[config.mk]
export PLATFORM = sky130hd
export DESIGN_NAME = gemm_tile_sequencer
export DESIGN_NICKNAME = d
export VERILOG_FILES = /design/src/rtl/gemm_tile_sequencer_pkg.sv /design/src/rtl/gemm_tile_counter.sv /design/src/rtl/gemm_tile_sequencer.sv
export SDC_FILE = /design/constraint.sdc
export NUM_CORES = 1
export LEC_CHECK = 0
export BUFFER_PORTS_ARGS = -buffer_cell sky130_fd_sc_hd__buf_2
export CORE_ASPECT_RATIO = 1.4
export CORE_UTILIZATION = 60
export DETAILED_ROUTE_END_ITERATION = 8
export GPL_TIMING_DRIVEN = 1
export PLACE_DENSITY = 0.83
export SYNTH_ARGS = -nofsm -noshare
export SYNTH_HDL_FRONTEND = slang
export SYNTH_SLANG_ARGS = --single-unit
[constraint.sdc]
create_clock -name clk_i -period 5.2 [get_ports clk_i]
set_input_delay 0.26 -clock clk_i [delete_from_list [all_inputs] [get_ports clk_i]]
set_output_delay 0.26 -clock clk_i [all_outputs]
set_load 0.01 [all_outputs]
[src/rtl/gemm_tile_sequencer_pkg.sv]
// Shared definitions for the GEMM tile sequencer: FSM state encoding and
// the fixed SRAM read latency the strobe pipelines are built around.
package gemm_tile_sequencer_pkg;

   typedef enum logic [1:0] {
      StIdle  = 2'd0,
      StRun   = 2'd1,
      StDrain = 2'd2,
      StDone  = 2'd3
   } seq_state_e;

   localparam int unsigned ReadLatency = 1;
   localparam int unsigned DrainCycles = 2;

endpackage

[src/rtl/gemm_tile_counter.sv]
// Nested mt/nt/kt tile counter (kt innermost). Each counter wraps to 0 at its
// count minus 1 and carries into the next level out.
module gemm_tile_counter #(
   parameter int unsigned Width = 8
) (
   input  logic             clk_i,
   input  logic             rst_ni,
   input  logic             clear_i,
   input  logic             step_i,
   input  logic [Width-1:0] m_cnt_i,
   input  logic [Width-1:0] n_cnt_i,
   input  logic [Width-1:0] k_cnt_i,
   output logic [Width-1:0] mt_o,
   output logic [Width-1:0] nt_o,
   output logic [Width-1:0] kt_o,
   output logic             k_first_o,
   output logic             k_last_o,
   output logic             last_o
);

   logic [Width-1:0] mt_q, mt_d;
   logic [Width-1:0] nt_q, nt_d;
   logic [Width-1:0] kt_q, kt_d;
   logic             m_last, n_last, k_last;

   assign m_last = (mt_q == m_cnt_i - Width'(1));
   assign n_last = (nt_q == n_cnt_i - Width'(1));
   assign k_last = (kt_q == k_cnt_i - Width'(1));

   always_comb begin
      mt_d = mt_q;
      nt_d = nt_q;
      kt_d = kt_q;
      if (clear_i) begin
         mt_d = '0;
         nt_d = '0;
         kt_d = '0;
      end else if (step_i) begin
         if (k_last) begin
            kt_d = '0;
            if (n_last) begin
               nt_d = '0;
               mt_d = m_last ? '0 : mt_q + Width'(1);
            end else begin
               nt_d = nt_q + Width'(1);
            end
         end else begin
            kt_d = kt_q + Width'(1);
         end
      end
   end

   always_ff @(posedge clk_i or negedge rst_ni) begin
      if (!rst_ni) begin
         mt_q <= '0;
         nt_q <= '0;
         kt_q <= '0;
      end else begin
         mt_q <= mt_d;
         nt_q <= nt_d;
         kt_q <= kt_d;
      end
   end

   assign mt_o      = mt_q;
   assign nt_o      = nt_q;
   assign kt_o      = kt_q;
   assign k_first_o = (kt_q == '0);
   assign k_last_o  = k_last;
   assign last_o    = m_last && n_last && k_last;

endmodule

[src/rtl/gemm_tile_sequencer.sv]
// Walks the mt/nt/kt tile loops of one GEMM job, driving SRAM A/B/C addresses
// and the PE valid/init/clear strobes, with abort and size checking.
module gemm_tile_sequencer
   import gemm_tile_sequencer_pkg::*;
#(
   parameter int unsigned SizeAddrWidth = 8,
   parameter int unsigned AddrWidth     = 16,
   parameter int unsigned M             = 4,
   parameter int unsigned N             = 4,
   parameter int unsigned K             = 4
) (
   input  logic                     clk_i,
   input  logic                     rst_ni,
   input  logic                     cmd_valid_i,
   output logic                     cmd_ready_o,
   input  logic [SizeAddrWidth-1:0] M_size_i,
   input  logic [SizeAddrWidth-1:0] K_size_i,
   input  logic [SizeAddrWidth-1:0] N_size_i,
   input  logic                     abort_i,
   output logic [AddrWidth-1:0]     sram_a_addr_o,
   output logic [AddrWidth-1:0]     sram_b_addr_o,
   output logic [AddrWidth-1:0]     sram_c_addr_o,
   output logic                     pe_valid_o,
   output logic                     pe_init_o,
   output logic                     pe_clr_o,
   output logic                     sram_c_we_o,
   output logic                     busy_o,
   output logic                     done_o,
   output logic                     err_o
);

   localparam int unsigned WeDelay = ReadLatency + 1;

   seq_state_e                         state_q, state_d;
   logic                               drain_q, drain_d;
   logic                               err_q, err_d;
   logic [SizeAddrWidth-1:0]           mt_cnt_q, mt_cnt_d;
   logic [SizeAddrWidth-1:0]           nt_cnt_q, nt_cnt_d;
   logic [SizeAddrWidth-1:0]           kt_cnt_q, kt_cnt_d;
   logic [ReadLatency-1:0]             vld_pipe_q, vld_pipe_d;
   logic [ReadLatency-1:0]             init_pipe_q, init_pipe_d;
   logic [WeDelay-1:0]                 we_pipe_q, we_pipe_d;
   logic [WeDelay-1:0][AddrWidth-1:0]  c_addr_pipe_q, c_addr_pipe_d;

   logic                     handshake, sizes_ok, kill, issue, cnt_clear;
   logic [SizeAddrWidth-1:0] mt, nt, kt;
   logic                     k_first, k_last, last_step;
   logic [AddrWidth-1:0]     c_addr_issue;

   assign cmd_ready_o = (state_q == StIdle);
   assign handshake   = cmd_valid_i && cmd_ready_o;
   assign sizes_ok    = (M_size_i != '0) && ((M_size_i % SizeAddrWidth'(M)) == '0) &&
                        (K_size_i != '0) && ((K_size_i % SizeAddrWidth'(K)) == '0) &&
                        (N_size_i != '0) && ((N_size_i % SizeAddrWidth'(N)) == '0);
   // Abort only matters while a job is live; in IDLE/DONE it is a no-op.
   assign kill        = abort_i && ((state_q == StRun) || (state_q == StDrain));
   assign issue       = (state_q == StRun) && !abort_i;
   assign cnt_clear   = handshake || kill;

   gemm_tile_counter #(
      .Width (SizeAddrWidth)
   ) u_tile_counter (
      .clk_i     (clk_i),
      .rst_ni    (rst_ni),
      .clear_i   (cnt_clear),
      .step_i    (issue),
      .m_cnt_i   (mt_cnt_q),
      .n_cnt_i   (nt_cnt_q),
      .k_cnt_i   (kt_cnt_q),
      .mt_o      (mt),
      .nt_o      (nt),
      .kt_o      (kt),
      .k_first_o (k_first),
      .k_last_o  (k_last),
      .last_o    (last_step)
   );

   assign sram_a_addr_o = AddrWidth'(mt) * AddrWidth'(kt_cnt_q) + AddrWidth'(kt);
   assign sram_b_addr_o = AddrWidth'(kt) * AddrWidth'(nt_cnt_q) + AddrWidth'(nt);
   assign c_addr_issue  = AddrWidth'(mt) * AddrWidth'(nt_cnt_q) + AddrWidth'(nt);

   always_comb begin
      state_d  = state_q;
      drain_d  = drain_q;
      err_d    = 1'b0;
      mt_cnt_d = mt_cnt_q;
      nt_cnt_d = nt_cnt_q;
      kt_cnt_d = kt_cnt_q;
      unique case (state_q)
         StIdle: begin
            drain_d = 1'b0;
            if (handshake) begin
               if (sizes_ok) begin
                  state_d  = StRun;
                  mt_cnt_d = M_size_i / SizeAddrWidth'(M);
                  nt_cnt_d = N_size_i / SizeAddrWidth'(N);
                  kt_cnt_d = K_size_i / SizeAddrWidth'(K);
               end else begin
                  err_d = 1'b1;
               end
            end
         end
         StRun: begin
            if (abort_i) begin
               state_d = StIdle;
            end else if (last_step) begin
               state_d = StDrain;
               drain_d = 1'b0;
            end
         end
         StDrain: begin
            if (abort_i) begin
               state_d = StIdle;
            end else if (drain_q == 1'(DrainCycles - 1)) begin
               state_d = StDone;
               drain_d = 1'b0;
            end else begin
               drain_d = drain_q + 1'b1;
            end
         end
         StDone: begin
            state_d = StIdle;
         end
         default: begin
            state_d = StIdle;
         end
      endcase
   end

   // Strobe pipelines track each issue through the SRAM read latency; a kill
   // empties them so nothing from an aborted job reaches the PEs or C SRAM.
   always_comb begin
      vld_pipe_d       = '0;
      init_pipe_d      = '0;
      we_pipe_d        = '0;
      c_addr_pipe_d    = '0;
      vld_pipe_d[0]    = issue;
      init_pipe_d[0]   = issue && k_first;
      we_pipe_d[0]     = issue && k_last;
      c_addr_pipe_d[0] = c_addr_issue;
      for (int unsigned i = 1; i < ReadLatency; i++) begin
         vld_pipe_d[i]  = vld_pipe_q[i-1];
         init_pipe_d[i] = init_pipe_q[i-1];
      end
      for (int unsigned i = 1; i < WeDelay; i++) begin
         we_pipe_d[i]     = we_pipe_q[i-1];
         c_addr_pipe_d[i] = c_addr_pipe_q[i-1];
      end
      if (kill) begin
         vld_pipe_d  = '0;
         init_pipe_d = '0;
         we_pipe_d   = '0;
      end
   end

   always_ff @(posedge clk_i or negedge rst_ni) begin
      if (!rst_ni) begin
         state_q       <= StIdle;
         drain_q       <= 1'b0;
         err_q         <= 1'b0;
         mt_cnt_q      <= '0;
         nt_cnt_q      <= '0;
         kt_cnt_q      <= '0;
         vld_pipe_q    <= '0;
         init_pipe_q   <= '0;
         we_pipe_q     <= '0;
         c_addr_pipe_q <= '0;
      end else begin
         state_q       <= state_d;
         drain_q       <= drain_d;
         err_q         <= err_d;
         mt_cnt_q      <= mt_cnt_d;
         nt_cnt_q      <= nt_cnt_d;
         kt_cnt_q      <= kt_cnt_d;
         vld_pipe_q    <= vld_pipe_d;
         init_pipe_q   <= init_pipe_d;
         we_pipe_q     <= we_pipe_d;
         c_addr_pipe_q <= c_addr_pipe_d;
      end
   end

   assign pe_valid_o    = vld_pipe_q[ReadLatency-1];
   assign pe_init_o     = init_pipe_q[ReadLatency-1];
   assign sram_c_we_o   = we_pipe_q[WeDelay-1];
   assign sram_c_addr_o = c_addr_pipe_q[WeDelay-1];
   assign pe_clr_o      = (state_q == StIdle);
   assign busy_o        = (state_q == StRun) || (state_q == StDrain);
   assign done_o        = (state_q == StDone);
   assign err_o         = err_q;

endmodule

======== Word-level counts from Yosys, hierarchy flattened ========
Cells that the tools add are included.
cells by class
  add/sub/neg operators ................... 10
  order comparisons ....................... 0
  $mul .................................... 3
  shift-type cells ........................ 0
  divide/modulo/power cells ............... 0
  bitwise gates (word level) .............. 0
  equality and inequality tests ........... 13
  reduce and logical (&&, ||, !) cells .... 32
  muxes and demuxes ....................... 30
operators with widths
  kind                 number
  $mux 8               12
  $add 14x8->15        3
  $mul 8x6->14         3
  $logic_not 8->1      4
  $add 8x1->8 const B  3
  $eq 8x8->1           3
  $reduce_bool 8->1    3
  $sub 6x1->7 const B  3
  $mux 2               7
  $logic_and 1x1->1    12
  $mux 1               9
  $pmux 2 s4           1
  $reduce_and 4->1     2
  $ne 2x2->1 const B   3
  $ne 3x3->1 const B   2
  $reduce_and 3->1     2
  $reduce_bool 2->1    3
  $eq 2x2->1 const B   2
  $ne 2x1->1 const B   2
  $pmux 1 s3           1
  $reduce_bool 3->1    1
  $eq 2x1->1 const B   1
  $logic_not 2->1      1
  $logic_or 1x1->1     2
  3 further kinds      3
word-level totals
  bits in latches ......................... 0
  input port bits ......................... 28
  RAM bits ................................ 0
  memory bits (read-only) ................. 0
  register bits ........................... 80
  memories kept ........................... 0

======== Depth between registers and ports, before layout ========
  word-level depth ........................ 9
  mapped depth ............................ 19

======== Hierarchy ========
A second synthesis with hierarchy kept.
unflattened totals
  cell total of the unflattened synthesis .. 998
  area total of the unflattened synthesis .. 9584.2 µm²
modules (own cells, without submodules)
  module               times used  area each (µm²)  cells an instance
  gemm_tile_sequencer  1           7412.1           730
  gemm_tile_counter    1           2172.1           268

======== Least setup slack after synthesis ========
Ideal clock, no wire load.
  path type ............................... register to output
  start point ............................. register nt_cnt_q[2]
  end point ............................... output sram_b_addr_o[13]
  setup slack ............................. 0.320 ns
  buffers on the path ..................... 2
  cell stages (with the launch flop) ...... 18
  data arrival time ....................... 4.620 ns
  cell sequence ........................... dfrtp_1 clkbuf_1 clkbuf_1 and2_1 fa_1 fa_1 fa_1 inv_1 fa_1 inv_1 ha_1 or2_2 a21o_1 o41ai_1 o21ai_0 or4_1 o311ai_0 xnor2_1
on the way
  cells in the longest elaborated chain, start to end .. 2
RTL lines
  element                   line                        source
  start: declaration        gemm_tile_sequencer.sv:38   logic [SizeAddrWidth-1:0] nt_cnt_q, nt_cnt_d;
  start signal: assignment  gemm_tile_sequencer.sv:173  nt_cnt_q <= nt_cnt_d;
  $mul 8x6->14              gemm_tile_sequencer.sv:79   assign sram_b_addr_o = AddrWidth'(kt) * AddrWidth'(nt_cnt_q) + AddrWidth'(nt);
  $add 14x8->15             gemm_tile_sequencer.sv:79
  end: declaration          gemm_tile_sequencer.sv:21   output logic [AddrWidth-1:0] sram_b_addr_o,
No other way between the ends.

======== Worst setup path in the final report ========
  start point ............................. register nt_cnt_q[0]
  end point ............................... output sram_b_addr_o[13]
The elaborated chain is that of the path after synthesis.

==> out/metrics.csv <==
stage;metric;value;unit
outcome;status;complete, no violations;
setup_path;worstPathCellList;inv_2 > nor2_2 > fa_1 > inv_2 > fa_1 > inv_2 > fa_1 > inv_2 > fa_1 > inv_2 > ha_4 > nand2_2 > o21ai_2 > o41ai_2 > o21ai_1 > or4_1 > o311ai_2 > xnor2_1 > buf_2;
floorplan;core;15100;sq um
floorplan;num_io_pins;84;
clocking;cts_tree;done;
floorplan;dieArea;16000;sq um
clocking;cts_buffers;9;
final_layout;final_cells;1254;
min_path;hp-class;input pin to asynchronous set/reset pin;
sta;period_share;0.987;
sta;rsz0062_at_grt;true;
yosys;netlist_instances;960;
floorplan;die_w;107;microns
run;drv_cap;0;
floorplan;num_rows;53;
clocking;root_buffer;clkbuf_16;
clocking;cts-htree-levels;3;
place;dp_cells;1228;
place;hpwl;16600;microns
yosys;yosysTopAreaCellShare;0.216;
clocking;path_clk_slew;0.06;ns
routing;initialDrtViolationCount;310;
yosys;syn_avg_cell_area;9.67;sq um
clocking;cts_hold_buf;0;
yosys;ys_async_sr_fraction;1.00;
yosys;synth_warnings;0;
setup_path;cp-start-kind;register;
final_layout;num-fill-cells;1068;
setup_path;cp-end-kind;output pin;
routing;drc;0;
place;routabilityCongestion;0.880;
yosys;synthMostInstantiatedCell;ha_1;
setup_path;worstPathMaxFanout;5;
yosys;yosysTopAreaCell;dfrtp_1;
place;portBuffers;80;
sta;fmax;195;MHz
grt;grt_max_degree;81;
power;p_leak;5.95;nW
setup_path;cp.arrival;4.87;ns
grt;grt_pass1_wl;34900;microns
power;p_per_area;222;nW/um^2
final_layout;area_growth;13.3;%
final_layout;layout.nets;1296;
setup_path;crit_required;4.94;ns
power;peakVddDrop;0.000167;V
sta;post-route-min-period;5.13;ns
final_layout;layout-drive-gt1-share;0.200;
setup_path;path_class;register to output pin;
power;power;2.34;mW
clocking;insertion_delay;0.34;ns
yosys;syn_area;9280;sq um
routing;dr_total_vias;7287;
grt;grt_overflow;0;
yosys;ys_top_cells_by_area;dfrtp_1 22%, fa_1 19%, ha_1 16%, and2_1 7.0%, inv_1 4.3%;
routing;ant_nets;0;
floorplan;die_h;149;microns
sta;tightestPinTransition;1.02;ns
clocking;clock_path_buffers;2;
yosys;synth-seq-area-share;0.216;
grt;grt_pass1_vias;7536;
routing;routed_wirelength;21800;microns
yosys;ys.flop_type;dfrtp_1;
final_layout;antenna_cells;0;
yosys;synth_cell_types;76;
grt;antenna_found_initial;0;
sta;maxSlewHeadroom;0.317;
grt;grtUsageTotal;0.281;
sta;fin_skew;0.00688;ns
floorplan;start_util;0.617;
routing;drtPass1Iterations;6;
clocking;clock_sinks;80;
setup_path;crit_top_cell;inv_2;
yosys;synth_edf_count;0;
sta;setup_viol;0;
yosys;synth-seq-cells;80;
sta;final_hold_viol_count;0;
sta;drv_slew;0;
yosys;synth_common_cells;119 x ha_1, 106 x inv_1, 104 x and2_1;
setup_path;cp_slowest_cell;fa_1;
routing;wl_per_cell;17.4;microns
setup_path;critPathMaxStageDelay;0.54;ns
routing;avgViaCountPerCell;5.81;
## report_power, final
| group | switching [mW] | leakage, nW | internal (mW) | total, mW |
|---|---|---|---|---|
| registers | 0.0622 | 1.09 | 0.694 | 0.756 |
| logic | 0.544 | 4.70 | 0.361 | 0.906 |
| clock network | 0.249 | 0.154 | 0.426 | 0.675 |
| total | 0.856 | 5.95 | 1.48 | 2.34 |
## area by class of cell
type,count,area [sq um],share of cell area
tap,192,240,0.0228
clock buffer,10,239,0.0227
clock inverter,4,70.1,0.00666
inverter,109,414,0.0394
multi-input combinational,735,6800,0.647
sequential,80,2010,0.191
timing repair buffer,124,741,0.0704
## repair_timing
action	in CTS	in global routing
gates cloned	0	0
pin swaps	2	10
resized for setup	4	31
setup buffers	0	12
setup endpoints to repair	2	6
## cell families (layout without fill, tap and decap cells)
kind of cell	count (synthesis)	count (layout)	share of synthesized area
AND/OR/NAND/NOR	308	308	0.180
adder cells (fa/ha/maj)	209	209	0.354
buffers and inverters	147	247	0.0647
AO/OA/AOI/OAI	130	130	0.0968
flip-flops	80	80	0.216
XOR/XNOR	65	65	0.0642
multiplexers	20	20	0.0240
other	1	3	0.000404
## layer usage
metal,routed length [microns],global-route usage
met1,8060,0.304
met2,11600,0.517
met3,865,0.0345
met4,1310,0.172
met5,0,0
## per-stage QoR
step           area, sq um  setup WS [ns]  utilization  TNS (ns)  hold WS (ns)
6_report             10500         0.0667        0.699         0         0.107
2_1_floorplan         9290          0.320            -         0       -0.0356
5_1_grt              10500        -0.0779        0.699   -0.0837         0.179
3_5_place_dp          9990          0.180        0.663         0         0.337
3_3_place_gp          9990          0.288        0.663         0         0.332
4_1_cts              10300        0.00296        0.685         0         0.148
## path summary, 6_finish.rpt
path	from	endpoint	slack (ns)	cells after the start
worst min register to register	c_addr_pipe_d[29]$_DFF_PN0_	sram_c_addr_o[13]$_DFF_PN0_	0.35	0
worst min-delay path	rst_ni	c_addr_pipe_d[30]$_DFF_PN0_	0.11	1
max in group asynchronous	rst_ni	kt_cnt_q[5]$_DFFE_PN0P_	4.38	1
min in group clk_i	M_size_i[3]	mt_cnt_q[1]$_DFFE_PN0P_	0.18	2
worst max register to register	nt_cnt_q[0]$_DFFE_PN0P_	c_addr_pipe_d[30]$_DFF_PN0_	0.54	19
worst max-delay path	nt_cnt_q[0]$_DFFE_PN0P_	sram_b_addr_o[13]	0.07	19
## worst max-delay path, delay by kind of cell (launching register included)
kind                     cells  cell delay [ns]
AND/OR/NAND/NOR              3             0.55
flip-flops                   1             0.41
AO/OA/AOI/OAI                4             0.70
XOR/XNOR                     1             0.15
adder cells (fa/ha/maj)      5             2.29
buffers and inverters        6             0.40
## cell usage in the layout (no fill, tap or decap), types with 12 or more instances in the layout
cell type / n
a21oi_1: 36
and2_1: 103
buf_2: 79
buf_4: 43
dfrtp_1: 75
fa_1: 90
ha_1: 115
inv_1: 99
mux2_2: 18
nand2_1: 47
nand2b_1: 12
nand3_1: 13
nor2_1: 62
nor3_1: 15
o21ai_1: 15
xnor2_1: 36
xor2_1: 27
## sequential cells by signal, indices dropped and copies added (netlist names)
| signal | flops |
|---|---|
| c_addr_pipe_d | 15 |
| sram_c_addr_o | 15 |
| u_tile_counter.kt_o | 8 |
| u_tile_counter.mt_o | 8 |
| u_tile_counter.nt_o | 8 |
| kt_cnt_q | 6 |
| mt_cnt_q | 6 |
| nt_cnt_q | 6 |
| state_q | 2 |
| we_pipe_q | 2 |
| drain_q | 1 |
| err_o | 1 |
| pe_init_o | 1 |
| pe_valid_o | 1 |
Note: power is estimated with default switching activity, not from simulation.
